File: src/rtl/hdlverifier_trigger_sequencer.sv
// Multi-stage masked-compare trigger sequencer feeding the capture buffer.
// Stages are evaluated in order on clk_enable cycles; the final stage fires a trigger pulse.
module hdlverifier_trigger_sequencer #(
  parameter int DATA_WIDTH = 8,
  parameter int NUM_STAGES = 3,
  parameter int CNT_WIDTH  = 8
) (
  input  logic                             clk,
  input  logic                             reset_n,
  input  logic                             clk_enable,
  input  logic                             run,
  input  logic [DATA_WIDTH-1:0]            data_in,
  input  logic [NUM_STAGES*DATA_WIDTH-1:0] cfg_value,
  input  logic [NUM_STAGES*DATA_WIDTH-1:0] cfg_mask,
  input  logic [NUM_STAGES*2-1:0]          cfg_mode,
  input  logic [NUM_STAGES*CNT_WIDTH-1:0]  cfg_count,
  input  logic [1:0]                       cfg_last,
  input  logic                             cfg_rearm,
  output logic                             trigger,
  output logic                             armed,
  output logic [1:0]                       stage,
  output logic [CNT_WIDTH-1:0]             fired_count
);

  localparam logic [1:0] S_IDLE  = 2'd0;
  localparam logic [1:0] S_ARMED = 2'd1;
  localparam logic [1:0] S_FIRED = 2'd2;

  logic [1:0]                       state_q, state_d;
  logic                             run_q;
  logic [NUM_STAGES*DATA_WIDTH-1:0] value_q, mask_q;
  logic [NUM_STAGES*2-1:0]          mode_q;
  logic [NUM_STAGES*CNT_WIDTH-1:0]  count_q;
  logic [1:0]                       last_q;
  logic                             rearm_q;
  logic [1:0]                       stage_q, stage_d;
  logic [CNT_WIDTH-1:0]             occ_q, occ_d;
  logic                             prev_q, prev_d;
  logic                             first_q, first_d;
  logic                             trig_q, trig_d;
  logic [CNT_WIDTH-1:0]             fcnt_q, fcnt_d;

  logic                  run_rise;
  logic [DATA_WIDTH-1:0] sel_val, sel_mask;
  logic [1:0]            sel_mode;
  logic [CNT_WIDTH-1:0]  sel_cnt, cnt_eff;
  logic [CNT_WIDTH:0]    occ_inc;
  logic [1:0]            last_eff;
  logic                  match, evt, done;

  assign run_rise = run & ~run_q;

  always_comb begin
    sel_val  = '0;
    sel_mask = '0;
    sel_mode = '0;
    sel_cnt  = '0;
    for (int k = 0; k < NUM_STAGES; k++) begin
      if (stage_q == 2'(k)) begin
        sel_val  = value_q[k*DATA_WIDTH +: DATA_WIDTH];
        sel_mask = mask_q[k*DATA_WIDTH +: DATA_WIDTH];
        sel_mode = mode_q[k*2 +: 2];
        sel_cnt  = count_q[k*CNT_WIDTH +: CNT_WIDTH];
      end
    end
  end

  always_comb begin
    match   = ((data_in ^ sel_val) & sel_mask) == '0;
    cnt_eff = (sel_cnt == '0) ? CNT_WIDTH'(1) : sel_cnt;
    occ_inc = {1'b0, occ_q} + (CNT_WIDTH+1)'(1);
    done    = occ_inc >= {1'b0, cnt_eff};
    if ({30'd0, last_q} >= NUM_STAGES) last_eff = 2'(NUM_STAGES - 1);
    else                               last_eff = last_q;
    unique case (sel_mode)
      2'b00:   evt = match;
      2'b01:   evt = match & ~prev_q & ~first_q;
      2'b10:   evt = ~match & prev_q & ~first_q;
      default: evt = 1'b1;
    endcase
  end

  always_comb begin
    state_d = state_q;
    stage_d = stage_q;
    occ_d   = occ_q;
    prev_d  = prev_q;
    first_d = first_q;
    trig_d  = trig_q;
    fcnt_d  = fcnt_q;
    // a low run wins over anything else, including a fire this cycle
    if (!run) begin
      state_d = S_IDLE;
      stage_d = '0;
      occ_d   = '0;
      prev_d  = 1'b0;
      first_d = 1'b1;
      trig_d  = 1'b0;
    end else if (run_rise) begin
      state_d = S_ARMED;
      stage_d = '0;
      occ_d   = '0;
      prev_d  = 1'b0;
      first_d = 1'b1;
      trig_d  = 1'b0;
      fcnt_d  = '0;
    end else begin
      if (trig_q && clk_enable) trig_d = 1'b0;
      if (state_q == S_ARMED && clk_enable) begin
        prev_d  = match;
        first_d = 1'b0;
        if (evt) begin
          if (!done) begin
            occ_d = occ_inc[CNT_WIDTH-1:0];
          end else if (stage_q < last_eff) begin
            stage_d = stage_q + 2'd1;
            occ_d   = '0;
            first_d = 1'b1;
          end else begin
            trig_d  = 1'b1;
            occ_d   = '0;
            stage_d = '0;
            first_d = (stage_q != 2'd0);
            if (fcnt_q != '1) fcnt_d = fcnt_q + 1'b1;
            if (!rearm_q) state_d = S_FIRED;
          end
        end
      end
    end
  end

  always_ff @(posedge clk or negedge reset_n) begin
    if (!reset_n) begin
      state_q <= S_IDLE;
      run_q   <= 1'b0;
      stage_q <= '0;
      occ_q   <= '0;
      prev_q  <= 1'b0;
      first_q <= 1'b0;
      trig_q  <= 1'b0;
      fcnt_q  <= '0;
    end else begin
      state_q <= state_d;
      run_q   <= run;
      stage_q <= stage_d;
      occ_q   <= occ_d;
      prev_q  <= prev_d;
      first_q <= first_d;
      trig_q  <= trig_d;
      fcnt_q  <= fcnt_d;
    end
  end

  always_ff @(posedge clk or negedge reset_n) begin
    if (!reset_n) begin
      value_q <= '0;
      mask_q  <= '0;
      mode_q  <= '0;
      count_q <= '0;
      last_q  <= '0;
      rearm_q <= 1'b0;
    end else if (run_rise) begin
      value_q <= cfg_value;
      mask_q  <= cfg_mask;
      mode_q  <= cfg_mode;
      count_q <= cfg_count;
      last_q  <= cfg_last;
      rearm_q <= cfg_rearm;
    end
  end

  assign trigger     = trig_q;
  assign armed       = (state_q == S_ARMED);
  assign stage       = stage_q;
  assign fired_count = fcnt_q;

endmodule

File: config.mk
export PLATFORM = sky130hd
export DESIGN_NAME = hdlverifier_trigger_sequencer
export DESIGN_NICKNAME = d
export VERILOG_FILES = /design/src/rtl/hdlverifier_trigger_sequencer.sv
export SDC_FILE = /design/constraint.sdc
export NUM_CORES = 1
export LEC_CHECK = 0
export ABC_AREA = 1
export ABC_CLOCK_PERIOD_IN_PS = 3600
export CORE_MARGIN = 4
export CORE_UTILIZATION = 35
export CTS_CLUSTER_SIZE = 25
export DETAILED_ROUTE_END_ITERATION = 8
export PLACE_DENSITY = 0.65
export SLEW_MARGIN = 20
export SYNTH_ARGS = -nofsm -noshare
export SYNTH_HDL_FRONTEND = slang
export SYNTH_SLANG_ARGS = --single-unit
File: constraint.sdc
create_clock -name clk -period 3.6 [get_ports clk]
set_input_delay 0.54 -clock clk [delete_from_list [all_inputs] [get_ports clk]]
set_output_delay 0.54 -clock clk [all_outputs]
set_load 0.1 [all_outputs]
Word-level counts from Yosys, hierarchy flattened
Index checks and enable logic that the tools add are counted.
Widths: inputs -> output; s select.
Cells by class
  reductions and logical operators: 15
  eq/ne operators: 12
  bitwise operators: 11
  divide/modulo/power cells: 0
  $mul: 0
  mux-type cells: 55
  $add $sub $neg: 3
  magnitude comparators: 3
  shifts and indexed selects: 0
Operator list (count)
  $mux 8: 21
  $mux 2: 17
  $logic_not 8->1: 2
  $mux 1: 16
  $reduce_bool 2->1: 5
  $add 8x1->9 const B: 1
  $ge 9x8->1: 1
  $ne 3x1->1 const B: 3
  $add 8x1->8 const B: 1
  $and 8x8->8: 1
  $ne 8x8->1 const B: 1
  $xor 8x8->8: 1
  $eq 2x1->1 const B: 3
  $reduce_and 6->1: 1
  $and 1x1->1: 5
  $reduce_and 5->1: 1
  $eq 2x2->1 const B: 2
  $logic_not 2->1: 2
  $not 1->1: 4
  $ne 3x2->1 const B: 1
  $ne 3x3->1 const B: 1
  $pmux 1 s3: 1
  $reduce_and 3->1: 1
  $add 2x1->2 const B: 1
  other kinds (5): 6
Storage, ports and cells
  flip-flop bits (word level): 105
  memories kept: 0
  ROM bits: 0
  bits in latches: 0
  output and inout bits: 12
  bits in writable memories: 0
  input port bits: 93
  logic and storage cells: 113

Logic depth before layout (Yosys ltp)
Gate-level depths: netlist (run 1).
  depth in word-level cells: 15
  gate-level depth with buffers: 22
  depth with buffers taken out: 20

Least setup slack after synthesis (run 1)
OpenSTA, ideal clock, no wires.
  path kind: reg2reg
  start: register stage_q[0], in the netlist stage[0]
  end: register fcnt_q[3], in the netlist fired_count[3]
  cell stages (with the launch flop): 20
  required time: 3.476 ns
  slack: -0.069 ns
  setup time: 0.124 ns
  clock period less this slack: 3.669 ns
  data arrival time: 3.546 ns
  buffers on the path: 3
  cell sequence: dfrtp_1 ha_1 buf_4 buf_4 clkbuf_1 a22oi_1 a21oi_1 inv_1 nand4_1 o221ai_1 ha_1 nand2_1 nor3_1 nand2_1 nand3_1 nand3_1 inv_1 nand3_4 nand3_1 nand2_1
Between the ends
  longest elaborated chain between the ends: 13
  elaborated cells on any way between the ends: 35
  classes of those cells: 2 x order compare; 5 x eq/ne; 14 x mux; 7 x bitwise; 7 x reduce/logical
RTL lines
  from (decl): line 36  | logic [1:0] stage_q, stage_d;
  from (signal assigned): line 145  | stage_q <= stage_d;
  $logic_not 2->1: line 59  | if (stage_q == 2'(k)) begin
  $mux 8 (3 in series): line 59
  $xor 8x8->8: line 69  | match = ((data_in ^ sel_val) & sel_mask) == '0;
  $and 8x8->8: line 69
  $logic_not 8->1: line 69
  $not 1->1: line 78  | 2'b10: evt = ~match & prev_q & ~first_q;
  $and 1x1->1 (2 in series): line 78
  $pmux 1 s3: line 75  | unique case (sel_mode)
  $reduce_bool 2->1 (no line)
  $reduce_and 6->1 (no line) *
  to (signal assigned): line 150  | fcnt_q <= fcnt_d;
  to (decl): line 41  | logic [CNT_WIDTH-1:0] fcnt_q, fcnt_d;
Mark *: on every way between the ends. The rest lies on a longest branch, timed or not.
A chain may end at the register's enable or synchronous reset.

Final worst setup path (run 1)
  start: register stage_q[0], in the netlist stage[0]
  end: register fcnt_q[1], in the netlist fired_count[1]
The elaborated chain is that of the path after synthesis.

==> flow_summary.toml, run 1 <==
[logic_synthesis]
synth.avg_cell_area_um2 = 7.631
ys_warn_count = 0
syn_area_um2 = 5563
synth_cell_types = 36
synth_seq_cells = 105
postSynthCellCount = 729
async_flop_share_pct = 100.0
yosysTopAreaCell = "dfrtp_1"
ys.flop_type = "dfrtp_1"
synth_edf_count = 0
syn-num-nets = 839
synth_top_area_share_pct = 47.23
synth_area_leaders = "dfrtp_1, nand2_1, nand3_1"
yosysSeqAreaShare_pct = 47.23

[setup_path]
critical_path_class = "register to register"
arrival_ps = 3390
r2r_start = "stage[0]$_DFFE_PN0P_"
crit_fanout = 9
worstPathRequired_ps = 3840
endpoint_kind = "register"
slowest_delay_ps = 440
startpoint_type = "register"
crit_chain = "inv_1 > ha_1 > inv_2 > nor2_4 > a22oi_1 > nor2_1 > a21oi_1 > nand4_1 > o221ai_1 > ha_1 > nand2_1 > nor3_1 > nand2_1 > nand3_1 > nand3_1 > inv_1 > nand3_4 > nand3_1 > nand2_1"
worstSetupStartpoint = "stage[0]$_DFFE_PN0P_"
cp_slowest_cell = "dfrtp_2"
cp_top_family = "simple AND/OR/NAND/NOR gates"
crit_buf_inv = 3

[power_and_ir_drop]
p_leak_nw = 3.565
vdd_ir_drop_max_mv = 0.2507
p_per_area_nw_per_um2 = 421.2
power.total_mw = 2.985

[layout]
fin_area_um2 = 7088
drive_gt1_share_pct = 6.530
final_cell_mix = "nand2_1, dfrtp_1, clkdlybuf4s50_1, nand3_1, nor2_1"
area.growth.synth_to_final_pct = 27.42
antennaDiodeCount = 0
layout_commonest_cell = "nand2_1"
layout.nets = 932
fillers = 1558

[clock_network]
tritoncts = "done"
numCtsBuffers = 9
clock_latency_ps = 350
cts_sinks = 105
cts_hold_buffers = 0
post_cts_buffers = 0
clockRootBuffer = "clkbuf_16"
h-tree-depth = 3
path_clk_slew_ps = 70
postCtsResizedCells = 0
clk_path_buf_depth = 2

[floorplanning]
fp.dieW_um = 134.1
dieHeight_um = 134.1
die_area_um2 = 17970
row_count = 45
ios = 105
start_util_pct = 36.19
core_um2 = 15370

[min_path]
hp-class = "input port to async pin"

[grt]
grt_max_degree = 93
met2_usage_pct = 25.44
grt.busiest_layer = "met2"
grt_util_all_layers_pct = 16.06
use_met3_pct = 3.038
antenna_found_initial = 0
met1_usage_pct = 22.73
grt.overflow.total = 0
grt_pass1_vias = 4659
grt_pass1_wl_mm = 23.31

[route]
vias_per_cell = 4.689
routed_wl_mm = 13.93
vias = 4867
antenna_left = 0
first_pass_iters = 6
detail_route.wl_per_cell_um = 13.42
drc = 0
dr.first_iter.drc_count = 340

[sta]
tightest_slew_ps = 1046
finClkSkew_ps = 8.088
post-route-period-util_pct = 87.60
tns_ps = 0
fin_crit_ps = 3154
maxSlewHeadroom_pct = 30.06
rsz0062_at_grt = "false"
finalSetupViolCount = 0
finalMaxSlewViolations = 0
hold_violations = 0
fmax_mhz = 317.1

[run_status]
status = "completed"

[place]
dpl.hpwl_mm = 9.967
port_buffers = 104
gp_congestion = 0.8251
dpl_cell_area_um2 = 6799

[job]
cap_violations = 0
==> synth_stat cells, types with 2 or more instances <==
library cell	n
a22oi_1	10
buf_6	2
o21ai_0	2
o21ai_2	8
clkbuf_1	23
buf_1	2
dfrtp_1	105
inv_1	41
nor2_1	45
nand3_1	44
nor3b_1	2
a21oi_1	34
nand4_1	15
o31ai_1	2
nand2_2	3
or2_1	8
ha_1	17
nand3b_1	3
nor3_1	3
inv_2	4
buf_2	2
buf_4	2
xor2_1	10
nand3_4	3
nand2_1	326
o21a_1	3
==> state kept, by name, summed over array words and instances, names as in the netlist <==
signal	flops
rearm_q	1
state_q	2
occ_q	8
run_q	1
value_q	24
trigger	1
first_q	1
count_q	24
mask_q	24
last_q	2
stage	2
fired_count	8
mode_q	6
prev_q	1
==> worst register-to-register path: stages (launching register included) <==
cell and delay, ps:
dfrtp_2 440, inv_1 90, ha_1 300, inv_2 90, nor2_4 220, a22oi_1 120, nor2_1 120, a21oi_1 70
nand4_1 140, o221ai_1 120, ha_1 290, nand2_1 40, nor3_1 190, nand2_1 100, nand3_1 110, nand3_1 80
inv_1 210, nand3_4 170, nand3_1 100, nand2_1 60
==> cells by family after synthesis <==
logic type                 synth area share, %
xor gates and xnor gates                 1.732
buffers and inverters                    5.578
DFF                                      47.23
adders and majority gates                3.824
AOI/OAI and AO/OA                        6.905
and+or+nand+nor                          34.73
==> final cells by class <==
type	count	area (um2)	area share [%]
clock buffer	11	242.7	3.425
tap	211	264.0	3.725
inverter	45	168.9	2.383
clock inverter	5	38.79	0.5472
timing repair buffer	113	1104	15.57
multi-input combinational	548	2640	37.25
sequential	105	2630	37.10
==> layer usage <==
layer | routed length, um | vias to the layer above | part of all wire, %
li1 | - | 2500 | -
met1 | 6714 | 2226 | 48
met2 | 6367 | 127 | 46
met3 | 656 | 14 | 4.7
met4 | 187 | 0 | 1.3
met5 | 0 | - | 0
==> power by group <==
group | switching (mW) | leakage [nW] | total (mW) | internal [mW]
sequential | 0.0719 | 1.32 | 1.37 | 1.30
clock | 0.449 | 0.137 | 0.943 | 0.494
combinational | 0.401 | 2.10 | 0.672 | 0.271
==> per-stage QoR <==
step	utilization, %	setup WS [ps]	hold slack (ps)	instances
final	46.11	446.2	331.6	1038
after global routing	46.11	58.43	399.9	1038
after CTS	46.06	224.3	357.7	1038
after detailed placement	44.23	242.5	455.0	1022
after global placement	44.23	402.4	449.0	1022
after floorplan	-	240.6	244.4	729
==> path summary, 6_finish.rpt <==
kind	end	slack [ps]	cells past startpoint
setup / recovery	fired_count[1]$_DFFE_PN0P_	450	19
hold / removal	occ_q[5]$_DFFE_PN0P_	330	1
setup reg to reg	fired_count[1]$_DFFE_PN0P_	450	19
hold reg to reg	value_q[19]$_DFFE_PN0P_	470	2
max in group asynchronous	value_q[19]$_DFFE_PN0P_	2460	2
min in group clk	value_q[19]$_DFFE_PN0P_	470	2
No activity file was read; power rests on OpenSTA's default activity.
==> run 2: changes to the inputs <==
--- a/config.mk
+++ b/config.mk
@@ -7,6 +7,7 @@
 export LEC_CHECK = 0
 export ABC_AREA = 1
 export ABC_CLOCK_PERIOD_IN_PS = 3600
+export CAP_MARGIN = 20
 export CORE_MARGIN = 4
 export CORE_UTILIZATION = 35
 export CTS_CLUSTER_SIZE = 25
==> constraint.sdc (replaced) <==
create_clock -name clk -period 3.6 [get_ports clk]
set_input_delay 0.36 -clock clk [delete_from_list [all_inputs] [get_ports clk]]
set_output_delay 0.36 -clock clk [all_outputs]
set_load 0.1 [all_outputs]
==> run 2 against run 1 <==
  * Via count shrank 0.97%
  * Maximum frequency down 2.2%
  * First-iteration DRC count grew 11%
  * Critical path depth is the same
  * Largest power group unchanged
==> flow_summary.toml, run 2 (synthesized netlist as in run 1, its figures left out) <==
[floorplanning]
dieHeight_um = 134.1
core_um2 = 15370
die_area_um2 = 17970
ios = 105
start_util_pct = 36.19
row_count = 45
fp.dieW_um = 134.1

[power_and_ir_drop]
p_per_area_nw_per_um2 = 429.6
p_leak_nw = 3.585
vdd_ir_drop_max_mv = 0.2451

[setup_path]
r2r_start = "stage[0]$_DFFE_PN0P_"
slowest_delay_ps = 440
cp_slowest_cell = "dfrtp_2"
arrival_ps = 3470
startpoint_type = "register"
r2r_slack_ps = 370
crit_chain = "inv_1 > ha_1 > inv_2 > nor2_2 > a22oi_1 > nor2_1 > a21oi_1 > nand3_1 > o221ai_1 > ha_1 > nand2_1 > nor3_1 > nand2_1 > nand3_1 > nand3_1 > inv_1 > nand3_4 > nand3_1 > nand2_1"
worstSetupStartpoint = "stage[0]$_DFFE_PN0P_"
r2r-end = "fired_count[5]$_DFFE_PN0P_"
endpoint_kind = "register"
cpMostUsedCell = "nand3_1"
critical_path_class = "register to register"
crit_fanout = 9
worstPathRequired_ps = 3840
worst-r2r-cell-count = 19

[grt]
use_met3_pct = 2.963
antenna_found_initial = 0
grt_pass1_vias = 4645
met1_usage_pct = 23.52
grt_max_degree = 62
grt.overflow.total = 0
grt_util_all_layers_pct = 16.09
grt.busiest_layer = "met2"
met2_usage_pct = 24.34
grt_pass1_wl_mm = 23.15

[sta]
maxSlewHeadroom_pct = 29.42
hold_violations = 0
fmax_mhz = 310.1
tns_ps = 0
tightest_slew_ps = 1055
fin_crit_ps = 3225
finClkSkew_ps = 9.011
finalMaxSlewViolations = 0
post-route-period-util_pct = 89.59
finalSetupViolCount = 0
rsz0062_at_grt = "false"

[clock_network]
tritoncts = "done"
numCtsBuffers = 9
path_clk_slew_ps = 70
clockRootBuffer = "clkbuf_16"
cts_sinks = 105
clock_latency_ps = 360
clk_path_buf_depth = 2
cts_hold_buffers = 0
h-tree-depth = 3

[layout]
layout_commonest_cell = "nand2_1"
largestRegisters = "count_q x24, mask_q x24, value_q x24"
antennaDiodeCount = 0
fillers = 1551
area.growth.synth_to_final_pct = 28.21
layout.nets = 933
final_cell_mix = "nand2_1, dfrtp_1, clkdlybuf4s50_1, nand3_1, nor2_1"
final_core_util_pct = 46.40
drive_gt1_share_pct = 6.522
fin_area_um2 = 7132

[place]
port_buffers = 104
gp_congestion = 0.8456
dpl.hpwl_mm = 10.23
dpl_cell_area_um2 = 6822

[job]
cap_violations = 0

[route]
dr.first_iter.drc_count = 379
routed_wl_mm = 14.06
first_pass_iters = 5
detail_route.wl_per_cell_um = 13.53
vias = 4820
drc = 0
vias_per_cell = 4.639
antenna_left = 0

[run_status]
status = "completed"

[min_path]
hp-class = "input port to async pin"
[run 2: what timing repair did]
item,in CTS,in global routing
endpoints found under the setup margin,0,8
resized for setup,0,1
setup buffers,0,0
[run 2: how the worst max path moves through the flow]
| stage | endpoint |
|---|---|
| 2_1_floorplan | fired_count[3]$_DFFE_PN0P_ |
| 3_5_place_dp | fired_count[5]$_DFFE_PN0P_ |
| 6_report | fired_count[5]$_DFFE_PN0P_ |
| 3_3_place_gp | fired_count[3]$_DFFE_PN0P_ |
| 5_1_grt | fired_count[5]$_DFFE_PN0P_ |
| 4_1_cts | fired_count[2]$_DFFE_PN0P_ |
[run 2: layer usage]
metal | part of all wire [%] | routed length (um)
met2 | 45 | 6310
met3 | 4.1 | 583
met5 | 0 | 0
met4 | 1.2 | 173
met1 | 50 | 6994
[run 2: cell type report]
type / instances / area [um2] / share of cell area [%]
well taps: 211 / 264.0 / 3.702
clock buffers: 12 / 256.5 / 3.596
inverters: 45 / 168.9 / 2.368
repair buffers: 114 / 1126 / 15.79
flip-flops and latches: 105 / 2630 / 36.88
clock inverters: 4 / 51.30 / 0.7193
multi-input cells: 548 / 2635 / 36.95
[run 2: metrics by stage]
| step | hold slack [ps] | worst slack [ps] | cells | total power, mW |
|---|---|---|---|---|
| global placement | 441.6 | 409.3 | 1023 | 2.059 |
| finish | 39.86 | 374.8 | 1039 | 3.064 |
| floorplan | 64.41 | 240.6 | 729 | 1.807 |
| CTS | 65.74 | 271.1 | 1039 | 3.092 |
| detailed placement | 443.8 | 298.3 | 1023 | 2.072 |
| global route | 102.9 | 22.70 | 1039 | 3.247 |
[run 2: power by group]
| part | switching, mW | internal (mW) |
|---|---|---|
| combinational | 0.402 | 0.273 |
| sequential | 0.0722 | 1.30 |
| clock | 0.440 | 0.578 |
[run 2: critical path, delay by kind of cell (launching register included)]
family	cells	cell delay (ps)
DFF	1	440
buffers and inverters	3	350
adders and majority gates	2	590
and+or+nand+nor	11	1390
AOI/OAI and AO/OA	3	330
==> run 3: changes to the inputs <==
--- a/config.mk
+++ b/config.mk
@@ -17,3 +17,4 @@
 export SYNTH_ARGS = -nofsm -noshare
 export SYNTH_HDL_FRONTEND = slang
 export SYNTH_SLANG_ARGS = --single-unit
+export TNS_END_PERCENT = 5
==> results of run 3 <==
The final DEF is identical to that of run 2; final timing and power are the same.
